[src/rtl/pipe_reg_file.sv]
// Multi-ported register file with a per-register busy scoreboard.
// Optional same-cycle write-to-read forwarding, busy population count and reserve-conflict flag.
module pipe_reg_file #(
   parameter int unsigned DATA_WIDTH = 32,
   parameter int unsigned ADDR_WIDTH = 5,
   parameter int unsigned NUM_READ   = 2,
   parameter int unsigned BYPASS     = 1
) (
   input  logic                           clk,
   input  logic                           rst,
   input  logic [DATA_WIDTH-1:0]          write_data,
   input  logic [ADDR_WIDTH-1:0]          write_reg,
   input  logic                           reg_write,
   input  logic [NUM_READ*ADDR_WIDTH-1:0] read_reg,
   output logic [NUM_READ*DATA_WIDTH-1:0] read_data,
   output logic [NUM_READ-1:0]            read_busy,
   input  logic                           reserve_en,
   input  logic [ADDR_WIDTH-1:0]          reserve_reg,
   output logic [ADDR_WIDTH:0]            busy_count,
   output logic                           reserve_conflict
);

   localparam int unsigned Depth = 2 ** ADDR_WIDTH;

   logic [DATA_WIDTH-1:0] regs_q [Depth];
   logic [Depth-1:0]      busy_q, busy_d;
   logic [ADDR_WIDTH:0]   count_q, count_d;
   logic                  conflict_q, conflict_d;
   logic                  wr_en, rsv_en;

   // Register 0 is excluded from both writes and reservations.
   assign wr_en  = reg_write && (write_reg != '0);
   assign rsv_en = reserve_en && (reserve_reg != '0);

   always_comb begin
      busy_d = busy_q;
      if (wr_en) begin
         busy_d[write_reg] = 1'b0;
      end
      // A new reservation overrides a same-edge completion.
      if (rsv_en) begin
         busy_d[reserve_reg] = 1'b1;
      end
      busy_d[0] = 1'b0;

      conflict_d = rsv_en && busy_q[reserve_reg] && !(wr_en && (write_reg == reserve_reg));

      count_d = '0;
      for (int k = 0; k < Depth; k++) begin
         count_d = count_d + {{ADDR_WIDTH{1'b0}}, busy_d[k]};
      end
   end

   always_ff @(posedge clk or negedge rst) begin
      if (!rst) begin
         for (int k = 0; k < Depth; k++) begin
            regs_q[k] <= '0;
         end
      end else if (wr_en) begin
         regs_q[write_reg] <= write_data;
      end
   end

   always_ff @(posedge clk or negedge rst) begin
      if (!rst) begin
         busy_q     <= '0;
         count_q    <= '0;
         conflict_q <= 1'b0;
      end else begin
         busy_q     <= busy_d;
         count_q    <= count_d;
         conflict_q <= conflict_d;
      end
   end

   assign busy_count       = count_q;
   assign reserve_conflict = conflict_q;

   for (genvar i = 0; i < NUM_READ; i++) begin : g_read
      logic [ADDR_WIDTH-1:0] addr;
      logic                  fwd;

      assign addr = read_reg[i*ADDR_WIDTH +: ADDR_WIDTH];
      assign fwd  = (BYPASS != 0) && wr_en && (write_reg == addr);

      assign read_data[i*DATA_WIDTH +: DATA_WIDTH] = fwd ? write_data : regs_q[addr];
      assign read_busy[i]                          = fwd ? 1'b0 : busy_q[addr];
   end

endmodule

[config.mk]
export PLATFORM = sky130hd
export DESIGN_NAME = pipe_reg_file
export DESIGN_NICKNAME = d
export VERILOG_FILES = /design/src/rtl/pipe_reg_file.sv
export SDC_FILE = /design/constraint.sdc
export NUM_CORES = 2
export LEC_CHECK = 0
export CORE_UTILIZATION = 47
export DETAILED_ROUTE_END_ITERATION = 10
export SYNTH_ARGS = -nofsm -noshare
export SYNTH_HDL_FRONTEND = slang
export SYNTH_SLANG_ARGS = --single-unit
export TNS_END_PERCENT = 30
[constraint.sdc]
create_clock -name clk -period 5.73 [get_ports clk]
set_input_delay 0.8595 -clock clk [delete_from_list [all_inputs] [get_ports clk]]
set_output_delay 0.8595 -clock clk [all_outputs]
set_load 0.005 [all_outputs]
# Yosys cells after proc, flatten, opt, wreduce, memory -nomap -nowiden
# Cells that the tools add are included.
[op_classes] eq_ne=3 n_mux=25 n_reduce_logical=13 add_sub_neg=30 magnitude_cmp=10 bitwise_logic=6
[op_table] operator="$bwmux W1024" n=1
[op_table] operator="$bmux W32 S5" n=2
[op_table] operator="$mux W32" n=9
[op_table] operator="$demux W32 S5" n=1
[op_table] operator="$add A6 B1 Y6" n=25
[op_table] operator="$and A32 B32 Y32" n=1
[op_table] operator="$not A32 Y32" n=1
[op_table] operator="$or A32 B32 Y32" n=1
[op_table] operator="$lt A5 B6 Y1 const B" n=4
[op_table] operator="$ge A6 B6 Y1 const B" n=3
[op_table] operator="$not A5 Y6" n=3
[op_table] operator="$bmux W1 S5" n=3
[op_table] operator="$eq A5 B5 Y1" n=3
[op_table] operator="$demux W1 S5" n=2
[op_table] operator="$ge A5 B1 Y1 const B" n=2
[op_table] operator="$logic_and A1 B1 Y1" n=10
[op_table] operator="$reduce_bool A5 Y1" n=2
[op_table] operator="$mux W1" n=7
[op_table] operator="$add A5 B1 Y6" n=1
[op_table] operator="$lt A6 B1 Y1 const B" n=1
[op_table] operator="$add A4 B1 Y5" n=1
[op_table] operator="$add A3 B1 Y4" n=1
[op_table] operator="$add A2 B1 Y3" n=1
[op_table] operator="$add A1 B1 Y2" n=1
[op_table] operator="$logic_not A1 Y1" n=1
[totals] input_bits=56 ff_bits=1062 out_inout_bits=73

# Logic depth before layout (Yosys ltp)
[logic_depth] ltp_word=39 ltp_mapped=23

# Worst setup path before layout
# OpenSTA, ideal clock, no wires.
[synth_timing] path_type="input port to flip-flop" start="input reserve_reg[0]" end="register count_q[4] (netlist: busy_count[4])" arrival_time_ns=6.631 required_time_ns=5.650 path_slack_ns=-0.981 stages=19 setup_ns=0.080 path_buffers=3 cell_sequence="clkbuf_1 > buf_2 > nor4b_1 > clkbuf_1 > a22oi_1 > fa_1 > inv_1 > fa_1 > inv_1 > fa_1 > inv_1 > fa_1 > fa_1 > fa_1 > fa_1 > fa_1 > a21o_1 > a21oi_1 > xnor2_1"
[synth_via] elab_chain_cells=36
[synth_lines] element="from (decl)" line="18" rtl="input logic [ADDR_WIDTH-1:0] reserve_reg,"
[synth_lines] element="$lt A5 B6 Y1 (not written as such) / $ge A5 B1 Y1 (equally long branches)" line="42" rtl="busy_d[reserve_reg] = 1'b1;"
[synth_lines] element="$logic_and A1 B1 Y1 (not written as such)" line="42"
[synth_lines] element="$mux W1 (not written as such)" line="42"
[synth_lines] element="$demux W1 S5" line="42"
[synth_lines] element="$or A32 B32 Y32 (no source line)"
[synth_lines] element="$mux W32 (*)" line="41" rtl="if (rsv_en) begin"
[synth_lines] element="$add A1 B1 Y2" line="50" rtl="count_d = count_d + {{ADDR_WIDTH{1'b0}}, busy_d[k]};"
[synth_lines] element="$add A2 B1 Y3" line="50"
[synth_lines] element="$add A3 B1 Y4" line="50"
[synth_lines] element="$add A4 B1 Y5" line="50"
[synth_lines] element="$add A5 B1 Y6" line="50"
[synth_lines] element="$add A6 B1 Y6 (24 in a row)" line="50"
[synth_lines] element="$add A6 B1 Y6 (*)" line="50"
[synth_lines] element="net count_d[4]" line="27" rtl="logic [ADDR_WIDTH:0] count_q, count_d;"
[synth_lines] element="to (signal assigned)" line="71" rtl="count_q <= count_d;"
[synth_lines] element="to (decl)" line="27"
# Mark *: on every way through the listed nets, which the timed path passes. The rest lies on a longest branch.
# A chain may end at the register's enable or synchronous reset.

# Final worst setup path
[layout_timing] start="input write_reg[1]" end="register count_q[4] (netlist: busy_count[4])"
[layout_via] elab_chain_cells=39
[layout_lines] element="from (decl)" line="12" rtl="input logic [ADDR_WIDTH-1:0] write_reg,"
[layout_lines] element="$lt A5 B6 Y1 (not written as such) / $ge A5 B1 Y1 (equally long branches)" line="38" rtl="busy_d[write_reg] = 1'b0;"
[layout_lines] element="$logic_and A1 B1 Y1 (not written as such)" line="38"
[layout_lines] element="$mux W1 (not written as such)" line="38"
[layout_lines] element="$demux W1 S5" line="38"
[layout_lines] element="$not A32 Y32 (no source line)"
[layout_lines] element="$and A32 B32 Y32 (no source line)"
[layout_lines] element="$mux W32 (*)" line="37" rtl="if (wr_en) begin"
[layout_lines] element="$or A32 B32 Y32 (no source line)"
[layout_lines] element="$mux W32 (*)" line="41"
[layout_lines] element="$add A1 B1 Y2" line="50"
[layout_lines] element="$add A2 B1 Y3" line="50"
[layout_lines] element="$add A3 B1 Y4" line="50"
[layout_lines] element="$add A4 B1 Y5" line="50"
[layout_lines] element="$add A5 B1 Y6" line="50"
[layout_lines] element="$add A6 B1 Y6 (24 in a row)" line="50"
[layout_lines] element="$add A6 B1 Y6 (*)" line="50"
[layout_lines] element="net count_d[4]" line="27"
# Marked as above.

==> impl_metrics.py <==
metrics = {
    "pwr": {
        "leakagePower_nw": 28.15,
        "pwr-share-clk_pct": 31.6,
        "combinationalPowerShare_pct": 28.5,
        "p_per_area_mw_per_mm2": 388.4,
        "peakVddDrop_mv": 1.396,
        "switching_share_pct": 28.38,
        "pwr-share-seq_pct": 39.9,
        "p_switching_w": 0.007135,
        "p_int_w": 0.01801,
    },
    "logic_synthesis": {
        "ys_top_cells_by_area": "dfrtp_1, mux4_2, mux2_2, o22ai_1, clkbuf_1",
        "yosys_most_used_dff": "dfrtp_1",
        "avgSynthCellArea_sq_um": 14.84,
        "synth.distinct_cells": 47,
        "syn_inst": 3819,
        "yosysSeqAreaShare_pct": 46.89,
        "synth_edf_count": 0,
        "synth_top_area_share_pct": 46.89,
        "synth_area_sq_mm": 0.05667,
        "yosysTopAreaCell": "dfrtp_1",
        "yosysMostFrequentCell": "dfrtp_1",
        "synth_seq_cells": 1062,
        "yosys_warnings": 0,
        "synthesis.nets": 3905,
        "async_reset_ff_share_pct": 100.0,
        "synth_commonest_cells": "dfrtp_1, mux2_2, mux4_2",
    },
    "route": {
        "drc_errors": 0,
        "wirelength_um": 178700,
        "vias": 36310,
        "avgViaCountPerCell": 6.496,
        "drtPass1Iterations": 7,
        "drt_iter0_markers": 3307,
        "ant_nets": 0,
        "wl_per_cell_um": 31.96,
    },
    "sta": {
        "rsz0062_at_grt": "true",
        "hold_viol": 0,
        "final.setup.worst_slack_ns": 0.02517,
        "period_needed_ns": 5.705,
        "setup_viol": 0,
        "max_slew.worst_pin.slew_ns": 1.292,
        "finClkSkew_ns": 0.007112,
        "slew_viol_final": 0,
        "finalCritPeriodShare_pct": 99.56,
        "clock.fmax_mhz": 175.3,
        "relSlewSlack_pct": 13.67,
    },
    "critical_path": {
        "end_kind": "flop",
        "cpMaxStageDelayCell": "fa_1",
        "cp_max_fo": 5,
        "timing.rr.start": "busy_q[2]",
        "crit_arrival_ns": 6.35,
        "crit_top_cell": "fa_1",
        "startpoint": "write_reg[1]",
        "cp.required_ns": 6.37,
        "path_cells": "clkdlybuf4s50_1, buf_6, nand2_2, nor2_4, buf_4, nand2_1, a22oi_2, fa_1, fa_1, inv_1, fa_1, fa_1, fa_1, fa_1, fa_2, fa_2, a21o_1, a21oi_2, xnor2_1",
        "crit_type": "primary input to flop",
        "cp-start-kind": "primary input",
        "slowest_delay_ns": 0.53,
    },
    "outcome": {
        "outcome": "finished clean",
    },
    "clocking": {
        "clk-insertion-delay-late_ns": 0.72,
        "cts_sinks": 1062,
        "h-tree-depth": 3,
        "cts_root_buf": "clkbuf_16",
        "ctsHoldBuffers": 0,
        "clkTransAtPathRegs_ns": 0.06,
        "cts_max_path_buffers": 3,
        "numCtsBuffers": 119,
        "cts_tree": "done",
    },
    "global_routing": {
        "track_usage_pct": 29.81,
        "grt_pass1_wl_um": 263600,
        "grt_pass1_vias": 37480,
        "overflow": 0,
        "antenna_found_initial": 2,
        "grt_max_degree": 142,
    },
    "die": {
        "dieWidth_um": 349.2,
        "rows": 127,
        "die_height_um": 349.2,
        "initial_core_util_pct": 47.30,
        "pin_count": 129,
        "die_area_sq_mm": 0.1220,
        "core-area_sq_mm": 0.1198,
    },
    "min_path": {
        "min_path_type": "primary input to asynchronous set/reset pin",
    },
    "final_layout": {
        "fin_nets": 3965,
        "syn_to_final_growth_pct": 14.22,
        "design_area_sq_mm": 0.06473,
        "drive_above_1_share_pct": 50.69,
    },
    "place": {
        "pre_cts_ws_ns": -0.8625,
        "place_area_sq_mm": 0.06057,
        "io_buffers": 128,
        "hpwlAfterDp_um": 100400,
        "place_congestion": 0.9171,
    },
    "flow_run": {
        "maxCapViolations": 0,
    },
}
## cell type report
type,instances,area [sq um]
antenna,1,2.502
clock buffer,184,3687
clock inverter,35,406.6
fill,9884,55080
inverter,36,135.1
multi-input combinational,2284,28160
sequential,1062,26580
tap,1612,2017
timing repair buffer,376,3746
## per-layer routing
metal	part of all wire, %	vias up	track usage, %	wire length, um
met3	7.3	302	5.732	13040
met5	0	-	0	0
met1	43	19820	42.57	76320
li1	-	14870	-	-
met4	2.9	0	8.879	5252
met2	47	1319	46.38	84080
## worst paths after layout
check	end	slack (ns)	depth (start not counted)
setup / recovery	busy_count[4]	0.03	19
max in group asynchronous	regs_q[586]	4.05	2
hold / removal	regs_q[975]	0.14	1
hold reg to reg	regs_q[998]	0.39	0
setup reg to reg	busy_count[4]	0.76	14
min in group clk	regs_q[998]	0.39	0
## layout by cell type (no fill, tap or decap), types with 5 or more instances in the layout
master / Yosys / final
o21ai_0: 69 / 69
dfrtp_1: 1062 / 1062
o22ai_1: 248 / 248
nor2_1: 24 / 13
clkdlybuf4s50_1: 0 / 120
nor2_4: 0 / 11
mux2i_1: 14 / 14
xor2_1: 10 / 10
nand2_4: 0 / 20
clkbuf_8: 0 / 38
xnor2_1: 8 / 8
bufinv_16: 0 / 8
mux4_2: 534 / 534
buf_12: 0 / 45
clkbuf_16: 0 / 123
mux2_2: 960 / 960
clkinv_2: 0 / 21
buf_4: 17 / 199
fa_1: 23 / 21
a22oi_1: 18 / 11
nand2_2: 0 / 7
ha_1: 7 / 7
nand2_1: 212 / 185
or4_1: 62 / 62
nand3b_1: 7 / 7
inv_1: 36 / 36
a22o_1: 20 / 20
clkbuf_1: 218 / 23
buf_8: 2 / 5
nor2b_1: 8 / 7
a22oi_2: 0 / 7
## flip-flops by register name, summed over array words and instances (netlist names)
name / cells
busy_count: 6
regs_q: 1024
busy_q: 31
reserve_conflict: 1
## logic make-up (layout without fill, tap and decap cells)
family | Yosys count | in the layout | share of synthesized area [%]
fa+ha+maj | 30 | 30 | 0.9670
other cells | 0 | 1 | 0
compound gates | 372 | 372 | 4.117
buf+inv | 473 | 631 | 4.135
mux | 1508 | 1508 | 40.54
simple gates | 356 | 356 | 3.067
flops | 1062 | 1062 | 46.89
xor+xnor | 18 | 18 | 0.2782
## critical path, delay by kind of cell
family	cells	cell delay [ns]
AO/OA/AOI/OAI	3	0.52
XOR/XNOR	1	0.12
adder cells (fa/ha/maj)	8	3.65
buffers and inverters	4	0.83
AND/OR/NAND/NOR	3	0.39
## power groups by stage
| stage | combinational, W | clock (W) | sequential, W |
|---|---|---|---|
| floorplan | 0.00515 | 0 | 0.00977 |
| global placement | 0.00695 | 0 | 0.0100 |
| detailed placement | 0.00715 | 0 | 0.0101 |
| CTS | 0.00718 | 0.00807 | 0.00999 |
| global route | 0.00799 | 0.00839 | 0.0102 |
| finish | 0.00715 | 0.00795 | 0.0100 |
## metrics by stage
stage / hold slack [ns] / TNS, ns / power [W] / cells / util (%)
2_1_floorplan: 0.4413 / -0.7199 / 0.01492 / 3819 / -
3_3_place_gp: 0.3763 / -3.396 / 0.01699 / 5367 / 50.55
3_5_place_dp: 0.3836 / -3.900 / 0.01727 / 5367 / 50.55
4_1_cts: 0.2103 / -0.03900 / 0.02525 / 5586 / 53.98
5_1_grt: 0.2139 / -0.2695 / 0.02661 / 5590 / 54.03
6_report: 0.1432 / 0 / 0.02514 / 5590 / 54.03
## what timing repair did
action	CTS	global route
resized for setup	5	10
endpoints found under the setup margin	1	4
hold endpoints to repair	0	0
setup buffers	0	3
pin swaps	2	7
(Power assumes the default switching activity.)
